===== config.mk =====
export PLATFORM = sky130hd
export DESIGN_NAME = imem_arbiter
export DESIGN_NICKNAME = d
export VERILOG_FILES = /design/src/rtl/imem_arbiter.sv
export SDC_FILE = /design/constraint.sdc
export NUM_CORES = 1
export LEC_CHECK = 0
export ABC_AREA = 0
export BUFFER_PORTS_ARGS = -buffer_cell sky130_fd_sc_hd__buf_2
export CAP_MARGIN = 20
export CORE_MARGIN = 2
export CORE_UTILIZATION = 40
export DETAILED_ROUTE_END_ITERATION = 10
export PLACE_DENSITY = 0.74
export SLEW_MARGIN = 10
export SYNTH_ARGS = -nofsm -noshare
export SYNTH_HDL_FRONTEND = slang
export SYNTH_SLANG_ARGS = --single-unit

===== constraint.sdc =====
create_clock -name clk -period 2.15 [get_ports clk]
set_input_delay 0.43 -clock clk [delete_from_list [all_inputs] [get_ports clk]]
set_output_delay 0.43 -clock clk [all_outputs]
set_load 0.05 [all_outputs]

===== src/rtl/imem_arbiter.sv =====
// Shares the instruction ROM read port between fetch and debug readers.
// Fetch has priority; a starvation counter forces debug through after STARVE_MAX denials.
//
// state    | meaning
// OWN_NONE | no read in flight, no valid pulse this cycle
// OWN_IF   | fetch read in flight, if_valid pulses this cycle
// OWN_DBG  | debug read in flight, dbg_valid pulses this cycle
module imem_arbiter #(
    parameter int ADDR_W      = 32,
    parameter int DATA_W      = 32,
    parameter int DEPTH_BYTES = 128,
    parameter int STARVE_MAX  = 4
) (
    input  logic              clk,
    input  logic              rst_n,
    input  logic              if_req,
    input  logic [ADDR_W-1:0] if_addr,
    output logic              if_gnt,
    output logic              if_valid,
    output logic [DATA_W-1:0] if_data,
    output logic              if_stall,
    input  logic              dbg_req,
    input  logic [ADDR_W-1:0] dbg_addr,
    output logic              dbg_gnt,
    output logic              dbg_valid,
    output logic [DATA_W-1:0] dbg_data,
    output logic              addr_err,
    output logic [ADDR_W-1:0] rom_adr,
    input  logic [DATA_W-1:0] rom_dout
);

    typedef enum logic [1:0] {
        OWN_NONE = 2'd0,
        OWN_IF   = 2'd1,
        OWN_DBG  = 2'd2
    } own_t;

    localparam logic [3:0]        STARVE_LIM = 4'(STARVE_MAX);
    localparam logic [ADDR_W-1:0] DEPTH_LIM  = ADDR_W'(DEPTH_BYTES);

    own_t              own_q;
    own_t              own_d;
    logic [3:0]        starve_cnt;
    logic [3:0]        starve_nxt;
    logic              addr_ok;
    logic [DATA_W-1:0] word;

    always_ff @(posedge clk or negedge rst_n) begin
        if (!rst_n) begin
            own_q <= OWN_NONE;
        end else begin
            own_q <= own_d;
        end
    end

    always_comb begin
        dbg_gnt    = dbg_req & (~if_req | (starve_cnt == STARVE_LIM));
        if_gnt     = if_req & ~dbg_gnt;
        if_stall   = if_req & ~if_gnt;
        rom_adr    = dbg_gnt ? dbg_addr : if_addr;
        starve_nxt = 4'd0;
        own_d      = OWN_NONE;
        if (dbg_req && !dbg_gnt) begin
            starve_nxt = (starve_cnt == STARVE_LIM) ? starve_cnt : starve_cnt + 4'd1;
        end
        if (if_gnt) begin
            own_d = OWN_IF;
        end else if (dbg_gnt) begin
            own_d = OWN_DBG;
        end
    end

    assign if_valid  = (own_q == OWN_IF);
    assign dbg_valid = (own_q == OWN_DBG);

    // Out-of-range or misaligned reads return a NOP instead of aliased ROM data.
    assign addr_ok = (rom_adr[1:0] == 2'b00) && (rom_adr < DEPTH_LIM);
    assign word    = addr_ok ? rom_dout : '0;

    always_ff @(posedge clk or negedge rst_n) begin
        if (!rst_n) begin
            starve_cnt <= 4'd0;
            addr_err   <= 1'b0;
            if_data    <= '0;
            dbg_data   <= '0;
        end else begin
            starve_cnt <= starve_nxt;
            addr_err   <= (if_gnt | dbg_gnt) & ~addr_ok;
            if (own_d == OWN_IF) begin
                if_data <= word;
            end
            if (own_d == OWN_DBG) begin
                dbg_data <= word;
            end
        end
    end

endmodule

## Word level (Yosys, flattened, before mapping)

Cells that the tools add are included.

| word-level totals | value |
|---|---|
| register bits | 71 |
| output and inout bits | 102 |
| logic and storage cells | 33 |

| operators by class | value |
|---|---|
| add/subtract/negate cells | 1 |
| magnitude comparators | 1 |
| equality and inequality tests | 6 |
| mux-type cells | 6 |
| bitwise gates (word level) | 10 |
| reductions and logical operators | 4 |

Operators by type and width:

| kind | count |
|---|---|
| two-way mux 32 bit | 2 |
| < comparator 32 x 8 -> 1 bit, second input constant | 1 |
| two-way mux 4 bit | 2 |
| adder 4 x 1 -> 4 bit, second input constant | 1 |
| AND 1 bit | 4 |
| equality test 2 x 1 -> 1 bit, second input constant | 2 |
| equality test 2 bit, second input constant | 2 |
| equality test 4 x 3 -> 1 bit, second input constant | 1 |
| two-way mux 2 bit | 2 |
| NOT 1 bit | 4 |
| logical AND 1 bit | 2 |
| zero test 2 bit | 1 |
| inequality test 2 bit, second input constant | 1 |
| OR 1 bit | 2 |
| zero test 1 bit | 1 |

## Logic depth before layout (Yosys ltp)

Gate-level depths: netlist (run 1).

| logic depth | value |
|---|---|
| depth after elaboration | 8 |
| gate-level depth with buffers | 8 |
| mapped depth without buffers | 6 |

## Worst setup path before layout (run 1)

Ideal clock, no wire load.

| timing | value |
|---|---|
| path kind | register to output |
| start | register starve_cnt[0] |
| end | output if_stall |
| arrival time | 1829 ps |
| path slack | -109 ps |
| cell stages (with the launch flop) | 8 |
| path through | dfrtp_1 inv_1 ha_1 nand3b_4 a21oi_4 buf_6 buf_4 and2_1 |

| between the ends | value |
|---|---|
| cells in the longest elaborated chain, start to end | 7 |

RTL lines:

| what | RTL line | source |
|---|---|---|
| start: declaration | 43 | `logic [3:0] starve_cnt;` |
| start signal: assignment | 87 | `starve_cnt <= starve_nxt;` |
| equality test 4 x 3 -> 1 bit | 57 | `dbg_gnt = dbg_req & (~if_req \| (starve_cnt == STARVE_LIM));` |
| OR 1 bit | 57 |  |
| AND 1 bit | 57 |  |
| net dbg_gnt | 24 | `output logic dbg_gnt,` |
| NOT 1 bit | 58 | `if_gnt = if_req & ~dbg_gnt;` |
| AND 1 bit | 58 |  |
| NOT 1 bit | 59 | `if_stall = if_req & ~if_gnt;` |
| AND 1 bit | 59 |  |
| end: declaration | 21 | `output logic if_stall,` |

The timed path passes the listed nets, and every way through them passes these cells.

## Worst setup path after layout (run 1)

| timing | value |
|---|---|
| start | register starve_cnt[0] |
| end | output rom_adr[20] |

| between the ends | value |
|---|---|
| cells in the longest elaborated chain, start to end | 4 |

RTL lines:

| what | RTL line | source |
|---|---|---|
| equality test 4 x 3 -> 1 bit | 57 |  |
| OR 1 bit | 57 |  |
| AND 1 bit | 57 |  |
| two-way mux 32 bit | 60 | `rom_adr = dbg_gnt ? dbg_addr : if_addr;` |
| end: declaration | 28 | `output logic [ADDR_W-1:0] rom_adr,` |

Every way passes these cells.

==> metrics.log, run 1 <==
[metrics] highest ir drop seen on vdd: 0.2781 mV
[metrics] final worst path period need: 2.419 ns
[metrics] core area: 8636 um^2
[metrics] share of the core filled with cells: 0.6092
[metrics] fill cell total of the finished layout: 711
[metrics] floorplan die width: 98.14 um
[metrics] Starting Density: 0.4105
[metrics] GRT Total Usage: 0.2192
[metrics] cell chosen for the clock root: sky130_fd_sc_hd__clkbuf_8
[metrics] WP data required: 1.72 ns
[metrics] critical path arrival: 1.99 ns
[metrics] setup ws final: -0.2692 ns
[metrics] Slew headroom: 0.7370
[metrics] count of vias placed by the detailed router: 3243
[metrics] estimated wirelength of the detail-placed design: 7389 um
[metrics] critical path endpoint category: primary output
[metrics] min-delay worst type: in2async
[metrics] clock latency on the worst-skew pair: 0.35 ns
[metrics] Post-Synthesis Net Count: 399
[metrics] total wire length after detailed routing: 11110 um
[metrics] clock transition at the registers of the reported paths: 0.07 ns
[metrics] synth unique cells: 26
[metrics] Cell Count Post-Placement: 595
[metrics] Yosys reg bits: 71
[metrics] global route total overflow: 0
[metrics] remaining routing DRC violations: 0
[metrics] number of global-route vias before repair: 3354
[metrics] top-level I/O count: 202
[metrics] mean post-synth cell area: 11.93 um^2
[metrics] commonest non-fill, non-tap cell in the layout: sky130_fd_sc_hd__buf_2
[metrics] cell area reported after detailed placement: 4674 um^2
[metrics] first-pass GRT wire length: 16660 um
[metrics] fraction of layout cells with a size suffix above 1: 0.6647
[metrics] status: complete, but fails checks
[metrics] first-pass detailed-route iteration total: 4
[metrics] number of standard cells in the layout, taps in and fillers out: 616
[metrics] pins over their slew limit: 0
[metrics] achievable frequency: 0.4134 GHz
[metrics] critical path type: reg2out
[metrics] proportion of synthesized chip area in sequential cells: 0.5012
[metrics] RD Place Congestion: 0.8946
[metrics] number of nets still failing antenna checks after routing: 0
[metrics] CTS sink count: 71
[metrics] initial DRC count: 151
[metrics] largest net degree at the start of global routing: 72
[metrics] failing checks: negative setup slack
[metrics] Post-Syn Area: 3545 um^2
[metrics] Setup crit start kind: register
[metrics] Area growth syn-to-layout: 48.43%
[metrics] worst hold-check slack: 0.08282 ns
[metrics] die area: 9630 um^2
[metrics] most used cells in the layout excluding fill and tap cells: 166 x sky130_fd_sc_hd__buf_2, 71 x sky130_fd_sc_hd__dfrtp_1, 60 x sky130_fd_sc_hd__a31o_2
[metrics] buffers added on ports: 201
[metrics] post-layout total power: 3.114 mW
[metrics] clk_skew: 0.01615 ns
[metrics] CTS H-Tree Depth: 3
[metrics] maximum clock path buffer count: 2
[metrics] cell types with the largest area share after synthesis: sky130_fd_sc_hd__dfrtp_1 50%, sky130_fd_sc_hd__a31o_2 15%, sky130_fd_sc_hd__mux2_2 10%
[metrics] period utilisation layout: 1.125
[metrics] number of antenna violations at the first check in global routing: 1
[metrics] Final Setup Violations: 33
[metrics] clock tree from TritonCTS: built
[metrics] vias per std cell: 5.265
[metrics] cell type contributing the most total cell area after synthesis: sky130_fd_sc_hd__dfrtp_1
[metrics] average wire length per cell after detail routing: 18.03 um
[metrics] max-cap check violation count: 0
[metrics] RSZ-0062 raised after global routing: yes
[metrics] final hold violation count: 0
[metrics] reported leakage power: 2.862 nW
[metrics] Power Density: 591.8 nW/um^2
[metrics] cell count after synthesis: 297
[metrics] # rows: 34
[metrics] Final Net Count: 604
[metrics] worst slack at placement: -0.01835 ns
[metrics] number of warnings issued by yosys: 0
[metrics] maximum fanout along the worst path: 12
[metrics] die height: 98.14 um
[metrics] portion of synthesized cell area occupied by the leading cell type: 0.5012
[metrics] Total Neg Setup Slack: -7.967 ns
[metrics] Worst-Margin Slew: 0.3946 ns
[metrics] final non-filler cell area: 5261 um^2
[metrics] clock buffers created by TritonCTS: 9
power breakdown:
group	switching, mW	internal (mW)
logic	0.397	0.270
clock network	0.533	0.572
registers	0.00308	1.34
total	0.933	2.18
worst paths after layout:
check	depth (start not counted)	slack [ns]	from	to
min reg2reg	2	0.56	starve_cnt[0]	starve_cnt[0]
min in group clk	2	0.32	rom_dout[29]	dbg_data[29]
min	2	0.08	rst_n	dbg_data[20]
max reg2reg	9	0.14	starve_cnt[0]	dbg_data[11]
max	7	-0.27	starve_cnt[0]	rom_adr[20]
max in group asynchronous	2	1.73	rst_n	starve_cnt[2]
flip-flops by register name, indices dropped and copies added (netlist names):
| register | count |
|---|---|
| dbg_data | 32 |
| starve_cnt | 4 |
| own_q | 2 |
| if_data | 32 |
| addr_err | 1 |
final cells by class:
type,instances,area [um^2],share of cell area
repair buffers,216,1450,0.2756
well taps,108,135.1,0.02568
diodes,1,2.502,0.0004756
multi-input cells,199,1673,0.3180
clock inverters,6,67.56,0.01284
clock buffers,10,137.6,0.02616
inverters,5,18.77,0.003567
flip-flops and latches,71,1777,0.3377
metal layers:
layer | vias to the layer above | track usage | part of all wire
li1 | 1491 | - | -
met1 | 1589 | 0.2626 | 0.40
met4 | 0 | 0.1054 | 0.031
met3 | 25 | 0.04152 | 0.057
met5 | - | 0 | 0
met2 | 138 | 0.3799 | 0.52
critical path, cell delays in order, from the launching register on:
cell and delay (ns):
sky130_fd_sc_hd__dfrtp_1 0.39, sky130_fd_sc_hd__inv_2 0.08, sky130_fd_sc_hd__ha_4 0.15, sky130_fd_sc_hd__nand3b_4 0.09, sky130_fd_sc_hd__a21oi_4 0.23, sky130_fd_sc_hd__buf_8 0.19, sky130_fd_sc_hd__mux2_2 0.36, sky130_fd_sc_hd__buf_6 0.16
cell families (layout without fill, tap and decap cells):
family / Yosys count / after routing / synth area share
AND/OR/NAND/NOR: 94 / 94 / 0.1659
flip-flops: 71 / 71 / 0.5012
AO/OA/AOI/OAI: 69 / 69 / 0.1694
multiplexers: 32 / 32 / 0.1017
buffers and inverters: 27 / 237 / 0.04977
adder cells (fa/ha/maj): 2 / 2 / 0.007059
XOR/XNOR: 2 / 2 / 0.004943
other: 0 / 1 / 0
cell usage after synthesis:
| cell type | n |
|---|---|
| sky130_fd_sc_hd__dfrtp_1 | 71 |
| sky130_fd_sc_hd__a31o_2 | 60 |
| sky130_fd_sc_hd__nor2b_1 | 34 |
| sky130_fd_sc_hd__mux2_2 | 32 |
| sky130_fd_sc_hd__and2_1 | 30 |
| sky130_fd_sc_hd__buf_4 | 13 |
| sky130_fd_sc_hd__nor4_1 | 12 |
| sky130_fd_sc_hd__inv_1 | 5 |
| sky130_fd_sc_hd__a31o_1 | 4 |
| sky130_fd_sc_hd__nand3_1 | 4 |
| sky130_fd_sc_hd__nor2_1 | 4 |
| sky130_fd_sc_hd__and2_2 | 3 |
| sky130_fd_sc_hd__buf_2 | 3 |
| sky130_fd_sc_hd__buf_6 | 3 |
| sky130_fd_sc_hd__clkbuf_1 | 3 |
| sky130_fd_sc_hd__ha_1 | 2 |
| sky130_fd_sc_hd__nand4_1 | 2 |
| sky130_fd_sc_hd__nor2_2 | 2 |
| sky130_fd_sc_hd__nor3_1 | 2 |
| sky130_fd_sc_hd__o21ai_0 | 2 |
| sky130_fd_sc_hd__a21oi_1 | 1 |
| sky130_fd_sc_hd__a21oi_4 | 1 |
| sky130_fd_sc_hd__nand3b_4 | 1 |
| sky130_fd_sc_hd__o21ai_2 | 1 |
| sky130_fd_sc_hd__xnor2_1 | 1 |
| sky130_fd_sc_hd__xor2_1 | 1 |
repair_timing:
action | 4_1_cts | 5_1_grt
gates cloned | 1 | 0
pin swaps | 2 | 2
setup buffers | 5 | 1
gates resized for setup | 74 | 40
setup endpoints to repair | 35 | 35
hold buffers | 0 | 0
No activity file was read; power rests on OpenSTA's default activity.
==> inputs of run 2 (changes only) <==
--- a/config.mk
+++ b/config.mk
@@ -5,13 +5,13 @@
 export SDC_FILE = /design/constraint.sdc
 export NUM_CORES = 1
 export LEC_CHECK = 0
-export ABC_AREA = 0
+export ABC_AREA = 1
 export BUFFER_PORTS_ARGS = -buffer_cell sky130_fd_sc_hd__buf_2
 export CAP_MARGIN = 20
 export CORE_MARGIN = 2
 export CORE_UTILIZATION = 40
 export DETAILED_ROUTE_END_ITERATION = 10
-export PLACE_DENSITY = 0.74
+export PLACE_DENSITY = 0.73
 export SLEW_MARGIN = 10
 export SYNTH_ARGS = -nofsm -noshare
 export SYNTH_HDL_FRONTEND = slang
==> run 2 against run 1 <==
  * The run still ends with negative setup slack left
  * Combinational power grew 19%
  * Hold slack gained 0.0037 ns
  * Sequential power is essentially flat
  * Area after synthesis grew 5.8%
  * Routed wire length grew 20%
  * Setup slack gained 0.13 ns
  * Fmax grew 5.6%
  * Critical path type unchanged
  * Largest cell class is now non-clock buffers
==> metrics.log, run 2 <==
[metrics] Gate power share: 0.259 (was 0.214)
[metrics] final hold violation count: 0 (unchanged)
[metrics] Slew headroom: 0.6137 (was 0.7370)
[metrics] Register Area: 1777 um^2 (unchanged)
[metrics] highest ir drop seen on vdd: 0.4599 mV (was 0.2781 mV)
[metrics] Worst-Margin Slew: 0.5795 ns (was 0.3946 ns)
[metrics] achievable frequency: 0.4366 GHz (was 0.4134 GHz)
[metrics] fill cell total of the finished layout: 782 (was 711)
[metrics] core area: 9153 um^2 (was 8636 um^2)
[metrics] post-layout total power: 3.061 mW (was 3.114 mW)
[metrics] mean post-synth cell area: 7.604 um^2 (was 11.93 um^2)
[metrics] number of nets still failing antenna checks after routing: 0 (unchanged)
[metrics] failing checks: negative setup slack (unchanged)
[metrics] floorplan die width: 100.8 um (was 98.14 um)
[metrics] GRT Total Usage: 0.2469 (was 0.2192)
[metrics] critical path type: reg2out (unchanged)
[metrics] Cell Int Power: 2.077 mW (was 2.181 mW)
[metrics] fraction of layout cells with a size suffix above 1: 0.4379 (was 0.6647)
[metrics] clock transition at the registers of the reported paths: 0.07 ns (about the same)
[metrics] commonest non-fill, non-tap cell in the layout: sky130_fd_sc_hd__nand2_1 (was sky130_fd_sc_hd__buf_2)
[metrics] cell count after synthesis: 493 (was 297)
[metrics] pins over their slew limit: 0 (unchanged)
[metrics] clk_skew: 0.006686 ns (was 0.01615 ns)
[metrics] first-pass detailed-route iteration total: 4 (unchanged)
[metrics] number of global-route vias before repair: 4200 (was 3354)
[metrics] die height: 100.8 um (was 98.14 um)
[metrics] sequential power share: 0.438 (was 0.431)
[metrics] maximum clock path buffer count: 2 (unchanged)
[metrics] P_sw: 983.9 uW (was 933.2 uW)
[metrics] first-pass GRT wire length: 19890 um (was 16660 um)
[metrics] dominant synthesized flop cell: sky130_fd_sc_hd__dfrtp_1 (unchanged)
[metrics] footprint of the multi-input gates: 1679 um^2 (was 1673 um^2)
[metrics] largest net degree at the start of global routing: 45 (was 72)
[metrics] remaining routing DRC violations: 0 (unchanged)
[metrics] estimated wirelength of the detail-placed design: 8415 um (was 7389 um)
[metrics] global route total overflow: 0 (unchanged)
[metrics] average wire length per cell after detail routing: 16.07 um (was 18.03 um)
[metrics] final non-filler cell area: 5863 um^2 (was 5261 um^2)
[metrics] Post-Syn Area: 3749 um^2 (was 3545 um^2)
[metrics] synth unique cells: 20 (was 26)
[metrics] Async SR Flop Fraction: 1.000 (unchanged)
[metrics] clock tree from TritonCTS: built (unchanged)
[metrics] number of warnings issued by yosys: 0 (unchanged)
[metrics] leading cell types by count after synthesis: 203 x sky130_fd_sc_hd__nand2_1, 71 x sky130_fd_sc_hd__dfrtp_1, 65 x sky130_fd_sc_hd__inv_1 (was 71 x sky130_fd_sc_hd__dfrtp_1, 60 x sky130_fd_sc_hd__a31o_2, 34 x sky130_fd_sc_hd__nor2b_1)
[metrics] Final Setup Violations: 72 (was 33)
[metrics] min-delay worst type: in2async (unchanged)
[metrics] Post-Synthesis Net Count: 595 (was 399)
[metrics] final antenna diode count: 0 (was 1)
[metrics] setup ws final: -0.1404 ns (was -0.2692 ns)
[metrics] clock latency on the worst-skew pair: 0.33 ns (was 0.35 ns)
[metrics] cell area reported after detailed placement: 4954 um^2 (was 4674 um^2)
[metrics] status: complete, but fails checks (unchanged)
[metrics] clock buffers created by TritonCTS: 9 (unchanged)
[metrics] fraction of power spent switching nets: 0.3215 (was 0.2997)
[metrics] Yosys reg bits: 71 (unchanged)
[metrics] die area: 10160 um^2 (was 9630 um^2)
[metrics] cell types with the largest area share after synthesis: sky130_fd_sc_hd__dfrtp_1 47%, sky130_fd_sc_hd__nand2_1 20%, sky130_fd_sc_hd__nand4_1 11% (was sky130_fd_sc_hd__dfrtp_1 50%, sky130_fd_sc_hd__a31o_2 15%, sky130_fd_sc_hd__mux2_2 10%)
[metrics] count of vias placed by the detailed router: 4251 (was 3243)
[metrics] critical path endpoint category: primary output (unchanged)
[metrics] # rows: 35 (was 34)
[metrics] reported leakage power: 3.539 nW (was 2.862 nW)
[metrics] cell type contributing the most total cell area after synthesis: sky130_fd_sc_hd__dfrtp_1 (unchanged)
[metrics] max-cap check violation count: 0 (unchanged)
[metrics] WP data required: 1.72 ns (about the same)
[metrics] CTS sink count: 71 (unchanged)
[metrics] top-level I/O count: 202 (unchanged)
[metrics] CTS H-Tree Depth: 3 (unchanged)
[metrics] RD Place Congestion: 0.9168 (was 0.8946)
[metrics] share of the core filled with cells: 0.6406 (was 0.6092)
[metrics] total wire length after detailed routing: 13310 um (was 11110 um)
[metrics] most used cells in the layout excluding fill and tap cells: 175 x sky130_fd_sc_hd__nand2_1, 166 x sky130_fd_sc_hd__buf_2, 71 x sky130_fd_sc_hd__dfrtp_1 (was 166 x sky130_fd_sc_hd__buf_2, 71 x sky130_fd_sc_hd__dfrtp_1, 60 x sky130_fd_sc_hd__a31o_2)
[metrics] number of flops mapped to enable cells by yosys: 0 (unchanged)
[metrics] worst slack at placement: -0.06994 ns (was -0.01835 ns)
[metrics] number of antenna violations at the first check in global routing: 0 (was 1)
[metrics] Power Density: 522.0 nW/um^2 (was 591.8 nW/um^2)
[metrics] buffers added on ports: 201 (unchanged)
[metrics] leading registers by flop count: dbg_data x32, if_data x32, starve_cnt x4 (unchanged)
[metrics] cell chosen for the clock root: sky130_fd_sc_hd__clkbuf_8 (unchanged)
[metrics] portion of synthesized cell area occupied by the leading cell type: 0.4740 (was 0.5012)
[metrics] final worst path period need: 2.290 ns (was 2.419 ns)
[metrics] Starting Density: 0.4096 (was 0.4105)
[metrics] Setup crit start kind: register (unchanged)
[metrics] critical path arrival: 1.86 ns (was 1.99 ns)
[metrics] maximum fanout along the worst path: 13 (was 12)
[metrics] initial DRC count: 176 (was 151)
[metrics] Area growth syn-to-layout: 56.41% (was 48.43%)
[metrics] Clk network pwr share: 0.303 (was 0.355)
[metrics] worst hold-check slack: 0.08655 ns (was 0.08282 ns)
[metrics] RSZ-0062 raised after global routing: yes (unchanged)
[metrics] proportion of synthesized chip area in sequential cells: 0.4740 (was 0.5012)
[metrics] leading cell type by number of instances after synthesis: sky130_fd_sc_hd__nand2_1 (was sky130_fd_sc_hd__dfrtp_1)
[metrics] Final Net Count: 815 (was 604)
[metrics] vias per std cell: 5.134 (was 5.265)
[metrics] period utilisation layout: 1.065 (was 1.125)
-- run 2: critical path, stage by stage (launching register included) --
cell                      delay (ns)
sky130_fd_sc_hd__dfrtp_1        0.38
sky130_fd_sc_hd__inv_1          0.06
sky130_fd_sc_hd__ha_2           0.16
sky130_fd_sc_hd__nand3_2        0.09
sky130_fd_sc_hd__nand2_4        0.12
sky130_fd_sc_hd__nand2_8        0.10
sky130_fd_sc_hd__buf_12         0.17
sky130_fd_sc_hd__nand2_1        0.12
sky130_fd_sc_hd__o21ai_4        0.08
sky130_fd_sc_hd__inv_1          0.08
sky130_fd_sc_hd__buf_6          0.16
-- run 2: repair_timing --
item | CTS | global route
hold endpoints to repair | 0 | 0
hold buffers | 0 | 0
setup endpoints to repair | 97 | 100
resized for setup | 119 | 30
setup buffers | 10 | 5
pin swaps | 4 | 24
gates cloned | 3 | 4
-- run 2: power by group through the flow --
| stage | registers [mW] | clock network, mW | logic, mW |
|---|---|---|---|
| floorplan | 1.37 | 0 | 0.364 |
| global placement | 1.37 | 0 | 0.613 |
| detailed placement | 1.37 | 0 | 0.618 |
| CTS | 1.34 | 0.950 | 0.754 |
| global route | 1.34 | 0.999 | 0.837 |
| finish | 1.34 | 0.927 | 0.791 |
-- run 2: routing by layer --
layer | global-route usage | vias to the layer above | routed length (um)
li1 | - | 1997 | -
met1 | 0.3186 | 2032 | 5298
met2 | 0.4092 | 185 | 6854
met3 | 0.05479 | 37 | 769
met4 | 0.08535 | 0 | 384
met5 | 0 | - | 0
-- run 2: path summary, 6_finish.rpt --
| check | from | to | slack, ns | cells after the start |
|---|---|---|---|---|
| setup / recovery | starve_cnt[0] | rom_adr[24] | -0.14 | 10 |
| hold / removal | rst_n | dbg_data[6] | 0.09 | 1 |
| setup reg to reg | starve_cnt[0] | if_data[8] | -0.03 | 16 |
| hold reg to reg | if_data[9] | if_data[9] | 0.48 | 2 |
| max in group asynchronous | rst_n | if_data[20] | 1.31 | 2 |
| min in group clk | rom_dout[6] | if_data[6] | 0.36 | 3 |
-- run 2: layout make-up --
class	count	share of cell area
clock buffers	11	0.02411
flip-flops and latches	71	0.3030
well taps	111	0.02369
multi-input cells	322	0.2864
inverters	65	0.04204
repair buffers	244	0.3169
clock inverters	4	0.003841
-- run 2: cell families (layout without fill, tap and decap cells) --
kind of cell / count (synthesis) / count (layout) / share of synthesized area
simple gates: 308 / 308 / 0.3752
buf+inv: 100 / 324 / 0.1232
flops: 71 / 71 / 0.4740
compound gates: 10 / 10 / 0.01636
fa+ha+maj: 2 / 2 / 0.006675
xor+xnor: 2 / 2 / 0.004674
-- run 2: per-stage QoR --
stage / cells / setup TNS, ns
6_report: 828 / -1.975
5_1_grt: 828 / -15.34
4_1_cts: 819 / -3.595
3_3_place_gp: 791 / -0.0006142
3_5_place_dp: 791 / -3.058
2_1_floorplan: 493 / 0
==> inputs of run 3 (changes only) <==
--- a/config.mk
+++ b/config.mk
@@ -7,7 +7,7 @@
 export LEC_CHECK = 0
 export ABC_AREA = 1
 export BUFFER_PORTS_ARGS = -buffer_cell sky130_fd_sc_hd__buf_2
-export CAP_MARGIN = 20
+export CORE_ASPECT_RATIO = 0.7
 export CORE_MARGIN = 2
 export CORE_UTILIZATION = 40
 export DETAILED_ROUTE_END_ITERATION = 10
==> run 3 against run 2 <==
  * Critical path depth stayed put
  * Register-to-register slack got worse by 0.11 ns
  * Via count is 2.8% higher
  * Critical endpoint is now if_gnt
  * Largest cell class unchanged
  * The flow still finishes with violations (negative setup slack)
  * Die area grew 0.12%
  * Highest routed layer unchanged
==> metrics.log, run 3 (synthesis results as in run 2) <==
[metrics] max-cap check violation count: 0 (unchanged)
[metrics] min-delay worst type: in2async (unchanged)
[metrics] final antenna diode count: 0 (unchanged)
[metrics] RSZ-0062 raised after global routing: yes (unchanged)
[metrics] final hold violation count: 0 (unchanged)
[metrics] leading registers by flop count: dbg_data x32, if_data x32, starve_cnt x4 (unchanged)
[metrics] Final Setup Violations: 100 (was 72)
[metrics] cell depth of the worst flop-to-flop path: 15 (was 16)
[metrics] Setup crit start kind: register (unchanged)
[metrics] Total Neg Setup Slack: -8.550 ns (was -1.975 ns)
[metrics] period utilisation layout: 1.077 (was 1.065)
[metrics] cell chosen for the clock root: sky130_fd_sc_hd__clkbuf_16 (was sky130_fd_sc_hd__clkbuf_8)
[metrics] buffers added on ports: 201 (unchanged)
[metrics] CTS sink count: 71 (unchanged)
[metrics] # rows: 29 (was 35)
[metrics] maximum fanout along the worst path: 8 (was 13)
[metrics] Starting Density: 0.4132 (was 0.4096)
[metrics] floorplan die width: 119.7 um (was 100.8 um)
[metrics] maximum clock path buffer count: 2 (unchanged)
[metrics] clock buffers created by TritonCTS: 9 (unchanged)
[metrics] origin of the worst setup path: starve_cnt[1] (was starve_cnt[0])
[metrics] fill cell total of the finished layout: 732 (was 782)
[metrics] critical path type: reg2out (unchanged)
[metrics] final non-filler cell area: 6080 um^2 (was 5863 um^2)
[metrics] initial DRC count: 420 (was 176)
[metrics] failing checks: negative setup slack (unchanged)
[metrics] setup ws final: -0.1662 ns (was -0.1404 ns)
[metrics] first-pass detailed-route iteration total: 5 (was 4)
[metrics] first-pass GRT wire length: 19180 um (was 19890 um)
[metrics] cell area reported after detailed placement: 4965 um^2 (was 4954 um^2)
[metrics] achievable frequency: 0.4317 GHz (was 0.4366 GHz)
[metrics] pins over their slew limit: 0 (unchanged)
[metrics] Worst-Margin Slew: 0.6058 ns (was 0.5795 ns)
[metrics] reported leakage power: 3.627 nW (was 3.539 nW)
[metrics] most used cells in the layout excluding fill and tap cells: 168 x sky130_fd_sc_hd__nand2_1, 166 x sky130_fd_sc_hd__buf_2, 71 x sky130_fd_sc_hd__dfrtp_1 (was 175 x sky130_fd_sc_hd__nand2_1, 166 x sky130_fd_sc_hd__buf_2, 71 x sky130_fd_sc_hd__dfrtp_1)
[metrics] die height: 85.00 um (was 100.8 um)
[metrics] post-layout total power: 3.628 mW (was 3.061 mW)
[metrics] number of standard cells in the layout, taps in and fillers out: 844 (was 828)
[metrics] RD Place Congestion: 0.8933 (was 0.9168)
[metrics] clock latency on the worst-skew pair: 0.32 ns (was 0.33 ns)
[metrics] critical path arrival: 1.89 ns (was 1.86 ns)
[metrics] count of vias placed by the detailed router: 4369 (was 4251)
[metrics] clock transition at the registers of the reported paths: 0.06 ns (was 0.07 ns)
[metrics] critical path endpoint category: primary output (unchanged)
[metrics] number of antenna violations at the first check in global routing: 0 (unchanged)
[metrics] GRT Total Usage: 0.2362 (was 0.2469)
[metrics] commonest non-fill, non-tap cell in the layout: sky130_fd_sc_hd__nand2_1 (unchanged)
[metrics] highest ir drop seen on vdd: 0.4783 mV (was 0.4599 mV)
[metrics] timing endpoint of the critical path: if_gnt (was rom_adr[24])
[metrics] Slew headroom: 0.5961 (was 0.6137)
[metrics] CTS H-Tree Depth: 3 (unchanged)
[metrics] number of nets still failing antenna checks after routing: 0 (unchanged)
[metrics] clock tree from TritonCTS: built (unchanged)
[metrics] status: complete, but fails checks (unchanged)
[metrics] estimated wirelength of the detail-placed design: 8664 um (was 8415 um)
[metrics] vias per std cell: 5.177 (was 5.134)
[metrics] total wire length after detailed routing: 13500 um (was 13310 um)
[metrics] top-level I/O count: 202 (unchanged)
[metrics] final worst path period need: 2.316 ns (was 2.290 ns)
[metrics] Cell Count Post-Placement: 810 (was 791)
[metrics] average wire length per cell after detail routing: 15.99 um (was 16.07 um)
[metrics] clk_skew: 0.007122 ns (was 0.006686 ns)
[metrics] global route total overflow: 0 (unchanged)
[metrics] critical register-to-register path endpoint: dbg_data[23] (was if_data[8])
[metrics] fraction of layout cells with a size suffix above 1: 0.4556 (was 0.4379)
[metrics] FF-to-FF setup slack: -0.14 ns (was -0.03 ns)
[metrics] die area: 10170 um^2 (was 10160 um^2)
[metrics] Power Density: 596.7 nW/um^2 (was 522.0 nW/um^2)
[metrics] remaining routing DRC violations: 0 (unchanged)
[metrics] Final Net Count: 817 (was 815)
[metrics] largest net degree at the start of global routing: 49 (was 45)
[metrics] WP data required: 1.72 ns (about the same)
[metrics] start of the worst register-to-register path: starve_cnt[1] (was starve_cnt[0])
[metrics] share of the core filled with cells: 0.6702 (was 0.6406)
[metrics] Area growth syn-to-layout: 62.18% (was 56.41%)
[metrics] core area: 9071 um^2 (was 9153 um^2)
[metrics] number of global-route vias before repair: 4051 (was 4200)
run 3: cell count changes in the layout (fill, tap and decap cells not counted), sizes merged:
cell	previous run	this run
buf	242	238
nand2	205	206
inv	65	66
clkbuf	13	17
bufinv	0	1
run 3: worst min path at each step:
stage	startpoint	end	slack [ns]	cells after the start
after floorplan	rst_n	addr_err	0.13	0
after global placement	rst_n	dbg_data[1]	0.45	2
after detailed placement	rst_n	dbg_data[1]	0.46	2
after CTS	rst_n	dbg_data[1]	0.11	2
after global routing	rst_n	dbg_data[1]	0.12	2
final	rst_n	dbg_data[1]	0.11	2
run 3: timing repair:
item | CTS | global route
hold buffers | 0 | 0
pin swaps | 3 | 11
gates resized for setup | 82 | 90
cloned | 0 | 8
endpoints found under the setup margin | 49 | 100
buffers inserted | 3 | 7
run 3: layout make-up:
type / instances / area, um^2 / area share
repair buffers: 245 / 1837 / 0.3021
flip-flops and latches: 71 / 1777 / 0.2922
clock buffers: 10 / 229.0 / 0.03766
multi-input cells: 323 / 1764 / 0.2902
clock inverters: 6 / 68.82 / 0.01132
inverters: 65 / 249.0 / 0.04095
well taps: 124 / 155.1 / 0.02552
run 3: stage by stage:
step           hold slack [ns]  setup slack, ns
2_1_floorplan           0.1344          0.02730
3_3_place_gp            0.4533          0.05662
3_5_place_dp            0.4593        -0.006509
4_1_cts                 0.1083          -0.1430
5_1_grt                 0.1221          -0.2826
6_report                0.1105          -0.1662
run 3: report_power, final:
group          internal [mW]  switching [mW]  total [mW]  leakage, nW
Clock                  0.904           0.562        1.47        0.143
Sequential              1.34         0.00249        1.34        0.985
Combinational          0.307           0.511       0.818         2.50
Total                   2.55            1.08        3.63         3.63
run 3: routing by layer:
layer / global-route usage / vias to the layer above / routed length (um)
li1: - / 2013 / -
met1: 0.3246 / 2067 / 5424
met2: 0.3860 / 252 / 6714
met3: 0.04839 / 37 / 1083
met4: 0.05989 / 0 / 277
met5: 0 / - / 0
run 3: worst max-delay path: stages (launching register included):
cell and delay (ns):
sky130_fd_sc_hd__dfrtp_1 0.35, sky130_fd_sc_hd__inv_1 0.05, sky130_fd_sc_hd__ha_2 0.20, sky130_fd_sc_hd__nand3_4 0.09, sky130_fd_sc_hd__nand2_8 0.08, sky130_fd_sc_hd__nand2_8 0.11
sky130_fd_sc_hd__buf_8 0.15, sky130_fd_sc_hd__inv_6 0.04, sky130_fd_sc_hd__buf_4 0.13, sky130_fd_sc_hd__nor2_4 0.17, sky130_fd_sc_hd__buf_6 0.19
